`src/rtl/alu_pkg.sv`:
```
// ALU-side types shared with the status register.
package alu_pkg;

   typedef struct packed {
      logic n;
      logic z;
      logic c;
      logic v;
   } alu_status_t;

endpackage

```
`src/rtl/irq_pkg.sv`:
```
// Interrupt sequencer states, default vector layout and index width helper.
package irq_pkg;

   typedef enum logic [1:0] {
      IDLE    = 2'd0,
      VECTOR  = 2'd1,
      RESTORE = 2'd2
   } irq_state_e;

   localparam logic [31:0] DEF_VECTOR_BASE   = 32'h0000_0010;
   localparam int          DEF_VECTOR_STRIDE = 4;

   // A single request line still needs a one-bit index.
   function automatic int id_width(input int n);
      return (n > 1) ? $clog2(n) : 1;
   endfunction

endpackage

```
`src/rtl/reg_pkg.sv`:
```
// CPU status register layout and processor modes.
package reg_pkg;
   import alu_pkg::*;

   typedef enum logic {
      USER       = 1'b0,
      SUPERVISOR = 1'b1
   } cpu_mode_e;

   typedef struct packed {
      alu_status_t alu_status;
      logic        imask;
      cpu_mode_e   mode;
   } status_t;

endpackage

```
`src/rtl/irq_prio_enc.sv`:
```
// Fixed-priority encoder: bit 0 wins; reports index and one-hot of the winner.
module irq_prio_enc
   import irq_pkg::*;
#(
   parameter int NUM_IRQ = 8,
   localparam int IDW    = id_width(NUM_IRQ)
) (
   input  logic [NUM_IRQ-1:0] req,
   output logic               valid,
   output logic [IDW-1:0]     index,
   output logic [NUM_IRQ-1:0] onehot
);

   always_comb begin
      valid  = |req;
      index  = '0;
      onehot = '0;
      for (int i = NUM_IRQ - 1; i >= 0; i--) begin
         if (req[i]) begin
            index     = IDW'(i);
            onehot    = '0;
            onehot[i] = 1'b1;
         end
      end
   end

endmodule

```
`src/rtl/irq_status_ctrl.sv`:
```
// Interrupt sequencer: saves/restores status and PC around a single-level
// interrupt handler and stalls the core while it writes them.
//
//   state   | meaning
//   --------+-------------------------------------------------------------
//   IDLE    | watching for a take at a boundary or an rti from the core
//   VECTOR  | writing supervisor status and the vector PC
//   RESTORE | writing back the saved status and PC, dropping the context
module irq_status_ctrl
   import reg_pkg::*;
   import irq_pkg::*;
#(
   parameter int          NUM_IRQ       = 8,
   parameter logic [31:0] VECTOR_BASE   = DEF_VECTOR_BASE,
   parameter int          VECTOR_STRIDE = DEF_VECTOR_STRIDE
) (
   input  logic               clk,
   input  logic               rst_n,
   input  logic [NUM_IRQ-1:0] irq_i,
   input  logic               boundary_i,
   input  logic               rti_i,
   input  status_t            status_i,
   input  logic [31:0]        pc_i,
   output status_t            status_o,
   output logic               status_we_o,
   output logic [31:0]        pc_o,
   output logic               pc_we_o,
   output logic               stall_o,
   output logic [NUM_IRQ-1:0] irq_ack_o,
   output logic               in_handler_o,
   output logic               rti_err_o
);

   localparam int IDW = id_width(NUM_IRQ);

   irq_state_e         state_q, state_d;
   status_t            saved_status_q;
   logic [31:0]        saved_pc_q;
   logic               saved_valid_q;
   logic [IDW-1:0]     id_q;

   logic               win_valid;
   logic [IDW-1:0]     win_index;
   logic [NUM_IRQ-1:0] win_onehot;
   logic               take;
   logic               rti_live;
   logic [31:0]        vec_pc;

   irq_prio_enc #(.NUM_IRQ(NUM_IRQ)) u_prio (
      .req    (irq_i),
      .valid  (win_valid),
      .index  (win_index),
      .onehot (win_onehot)
   );

   // Gated by rst_n so nothing is acknowledged or flagged while held in reset.
   assign rti_live = rst_n & rti_i;
   assign take     = rst_n & (state_q == IDLE) & boundary_i & win_valid &
                     ~status_i.imask & ~saved_valid_q & ~rti_i;
   assign vec_pc   = VECTOR_BASE + (32'(id_q) * 32'(VECTOR_STRIDE));
   assign in_handler_o = saved_valid_q;

   always_ff @(posedge clk or negedge rst_n) begin
      if (!rst_n) begin
         state_q <= IDLE;
      end else begin
         state_q <= state_d;
      end
   end

   always_comb begin
      state_d     = state_q;
      stall_o     = 1'b0;
      status_we_o = 1'b0;
      pc_we_o     = 1'b0;
      status_o    = '0;
      pc_o        = '0;
      irq_ack_o   = '0;
      rti_err_o   = 1'b0;
      case (state_q)
         IDLE: begin
            if (rti_live && saved_valid_q) begin
               stall_o = 1'b1;
               state_d = RESTORE;
            end else if (rti_live) begin
               rti_err_o = 1'b1;
            end else if (take) begin
               stall_o   = 1'b1;
               irq_ack_o = win_onehot;
               state_d   = VECTOR;
            end
         end
         VECTOR: begin
            stall_o     = 1'b1;
            status_we_o = 1'b1;
            pc_we_o     = 1'b1;
            status_o    = '{alu_status: saved_status_q.alu_status,
                            imask:      1'b1,
                            mode:       SUPERVISOR};
            pc_o        = vec_pc;
            state_d     = IDLE;
         end
         RESTORE: begin
            stall_o     = 1'b1;
            status_we_o = 1'b1;
            pc_we_o     = 1'b1;
            status_o    = saved_status_q;
            pc_o        = saved_pc_q;
            state_d     = IDLE;
         end
         default: state_d = IDLE;
      endcase
   end

   always_ff @(posedge clk or negedge rst_n) begin
      if (!rst_n) begin
         saved_status_q <= '0;
         saved_pc_q     <= '0;
         saved_valid_q  <= 1'b0;
         id_q           <= '0;
      end else if (take) begin
         saved_status_q <= status_i;
         saved_pc_q     <= pc_i;
         saved_valid_q  <= 1'b1;
         id_q           <= win_index;
      end else if (state_q == RESTORE) begin
         saved_valid_q  <= 1'b0;
      end
   end

endmodule

```
`config.mk`:
```
export PLATFORM = sky130hd
export DESIGN_NAME = irq_status_ctrl
export DESIGN_NICKNAME = d
export VERILOG_FILES = /design/src/rtl/alu_pkg.sv /design/src/rtl/irq_pkg.sv /design/src/rtl/reg_pkg.sv /design/src/rtl/irq_prio_enc.sv /design/src/rtl/irq_status_ctrl.sv
export SDC_FILE = /design/constraint.sdc
export NUM_CORES = 1
export LEC_CHECK = 0
export CAP_MARGIN = 20
export CORE_ASPECT_RATIO = 0.5
export CORE_MARGIN = 5
export CORE_UTILIZATION = 41
export CTS_CLUSTER_DIAMETER = 60
export DETAILED_ROUTE_END_ITERATION = 7
export GPL_TIMING_DRIVEN = 0
export HOLD_SLACK_MARGIN = 0.02
export PLACE_DENSITY = 0.75
export SLEW_MARGIN = 30
export SYNTH_ARGS = -nofsm -noshare
export SYNTH_HDL_FRONTEND = slang
export SYNTH_SLANG_ARGS = --single-unit
```
`constraint.sdc`:
```
create_clock -name clk -period 3 [get_ports clk]
set_input_delay 0.6 -clock clk [delete_from_list [all_inputs] [get_ports clk]]
set_output_delay 0.6 -clock clk [all_outputs]
set_load 0.1 [all_outputs]
```
==> results.yml <==
global_routing:
  first_global_vias: 1906
  grt_max_degree: 47
  overflow: 0
  grt_pass1_wl_mm: 9.22
  track_usage: 0.168
  antenna_found_initial: 0
power:
  power.density_mw_per_mm2: 959
  intPower_mw: 1.65
  power.total_mw: 3.29
  p_leak_nw: 1.49
  netSwitchingPower_mw: 1.64
  clockPowerShare: 0.117
  power_frac_seq: 0.309
  swShare: 0.497
  peakVddDrop_v: 0.000498
  p_comb_frac: 0.574
outcome:
  status: "finished, final reports clean"
route:
  viasPerCell: 4.92
  ant_nets: 0
  drc: 0
  drt_iter0_markers: 58
  num_vias: 1781
  firstDrtPassIters: 4
  wire_per_inst_um: 15.8
  routed_wl_mm: 5.72
layout:
  final_layout_size_suffix_gt1_frac: 0.356
  final_cells: 362
  fillers: 420
  fin_nets: 345
  area_delta_synth_final_pct: 54.9
  diodes: 0
sta:
  slew_violations: 0
  rsz0062_at_grt: "no"
  worst_pin_slew_ps: 972
  timing.fmax_mhz: 339
  finalSetupViolations: 0
  finalHoldViolCount: 0
  timing.final.crit_period_ps: 2950
  relSlewSlack: 0.351
  clock_skew_ps: 8.11
  finalCritPeriodShare: 0.983
  worst_slack_ps: 51.0
clock_tree:
  ctsHoldBuffers: 0
  cts_root_buf: "clkbuf_8"
  insertion_delay_ps: 290
  cts_sinks: 44
  clockBufferDepth: 2
  cts_tree: "yes"
  path_clk_slew_ps: 80
  numCtsBuffers: 5
  htreeDepth: 2
floorplan:
  die_h_um: 62.0
  start_util: 0.437
  die_area_mm2: 0.00706
  die_x_um: 114
  row_count: 18
  ioPinCount: 101
  core_mm2: 0.00507
setup_path:
  path_class: "input pin to primary output"
  ff2ff_path_depth: 7
  critPathCapture: "stall_o"
  crit_path_start: "rti_i"
  crit_required_ps: 2400
  start_kind: "input pin"
  cp_max_fo: 10
  r2r_slack_ps: 850
  reg2reg_from: "state_q[0]"
  cp-end-kind: "primary output"
  rr_endpoint: "saved_pc_q[26]"
  arrival_ps: 2350
logic_synthesis:
  netlist.area_leader.share: 0.497
  synth_edf_count: 0
  ys_ff_latch: 44
  ys_warn_count: 0
  synth_fp_nets: 236
  ys.flop_type: "dfrtp_1"
  synth.most_common_cell: "dfrtp_1"
  yosysSeqAreaShare: 0.497
  netlist_top_cells_area: "dfrtp_1 50%, mux2_2 17%, and2_1 9.6%"
  async_flop_share: 1.00
  synthesis.area_mm2: 0.00221
  ys_top_cells_by_count: "44 x dfrtp_1, 34 x and2_1, 33 x mux2_2"
  syn_inst: 182
  synth_cell_types: 33
  synth_area_leader_cell: "dfrtp_1"
  synth_area_per_cell_um2: 12.2
placed_design:
  dp_cells: 352
  place_hpwl_mm: 4.34
  io_buffers: 100
  place_ws_ps: -1350
  routabilityCongestion: 0.854
min_path:
  hold_class: "input pin to async pin"
run:
  maxCapViolations: 0
-- metrics by stage --
stage / hold slack (ps) / instance area, µm² / util / TNS, ps
after floorplan: 304 / 2240 / - / -351
after detailed placement: 475 / 3330 / 0.656 / -11050
after global placement: 460 / 3330 / 0.657 / -93270
after global routing: 234 / 3430 / 0.677 / 0
after CTS: 227 / 3460 / 0.683 / 0
final: 211 / 3430 / 0.677 / 0
-- layer usage --
metal	vias up	GRT usage	wire length, µm
li1	848	-	-
met5	-	0	0
met2	41	0.314	2990
met3	4	0.0416	283
met4	0	0.0525	38
met1	888	0.198	2410
-- critical path, stage by stage --
cell	delay [ps]
clkdlybuf4s50_1	460
or3b_4	430
a211oi_4	250
buf_6	180
nor3_2	60
nor3_4	160
buf_12	200
-- power by group through the flow --
stage	registers, mW	logic (mW)	clock network (mW)
final	1.02	1.89	0.385
after global routing	1.06	1.97	0.424
after CTS	1.02	1.89	0.392
after detailed placement	1.03	1.91	0
after global placement	1.01	1.88	0
after floorplan	1.02	1.44	0
-- layout by cell type (no fill, tap or decap), drive strengths merged --
cell type	n
and3	5
nor4	2
dlygate4sd2	3
mux2	37
ha	4
or3b	1
inv	5
and4	1
and3b	1
nor2b	6
nor3	4
o311ai	1
a211oi	1
o21a	4
buf	24
clkdlybuf4s15	27
nand2	1
and4b	1
o32a	1
a31oi	1
nand2b	1
o21bai	1
a22oi	3
clkbuf	12
clkdlybuf4s18	2
nor2	8
dfrtp	44
nor3b	1
a21boi	1
a21o	1
nand3b	1
and2	34
clkdlybuf4s50	49
dlymetal6s2s	1
o21ai	3
-- timing repair --
action                     CTS  global route
setup endpoints to repair   49            16
pin swaps                    2             2
resized for setup          160            30
gates cloned                 0             0
setup buffers                1             1
-- cell families after synthesis --
kind of cell	after synthesis	synth area share
AOI/OAI and AO/OA	17	0.0610
adders and majority gates	4	0.0226
buffers and inverters	13	0.0373
DFF	44	0.497
muxes	37	0.188
and+or+nand+nor	67	0.194
-- registers in the layout (all words and copies together) (netlist names) --
register	count
saved_status_q	6
state_q	2
saved_pc_q	32
id_q	3
in_handler_o	1
-- how the worst min path moves through the flow --
stage / end / startpoint
finish: saved_pc_q[18] / rst_n
global route: saved_pc_q[22] / rst_n
CTS: saved_pc_q[18] / rst_n
detailed placement: saved_pc_q[28] / saved_pc_q[28]
global placement: saved_pc_q[18] / saved_pc_q[18]
floorplan: id_q[0] / rst_n
-- layout make-up --
| type | count | area [µm²] | share of cell area |
|---|---|---|---|
| sequential | 44 | 1100 | 0.321 |
| multi-input combinational | 125 | 1070 | 0.313 |
| timing repair buffer | 102 | 996 | 0.290 |
| clock buffer | 8 | 90.1 | 0.0263 |
| tap | 70 | 87.6 | 0.0255 |
| buffer | 8 | 63.8 | 0.0186 |
| inverter | 5 | 18.8 | 0.00547 |
No activity file was read; power rests on OpenSTA's default activity.
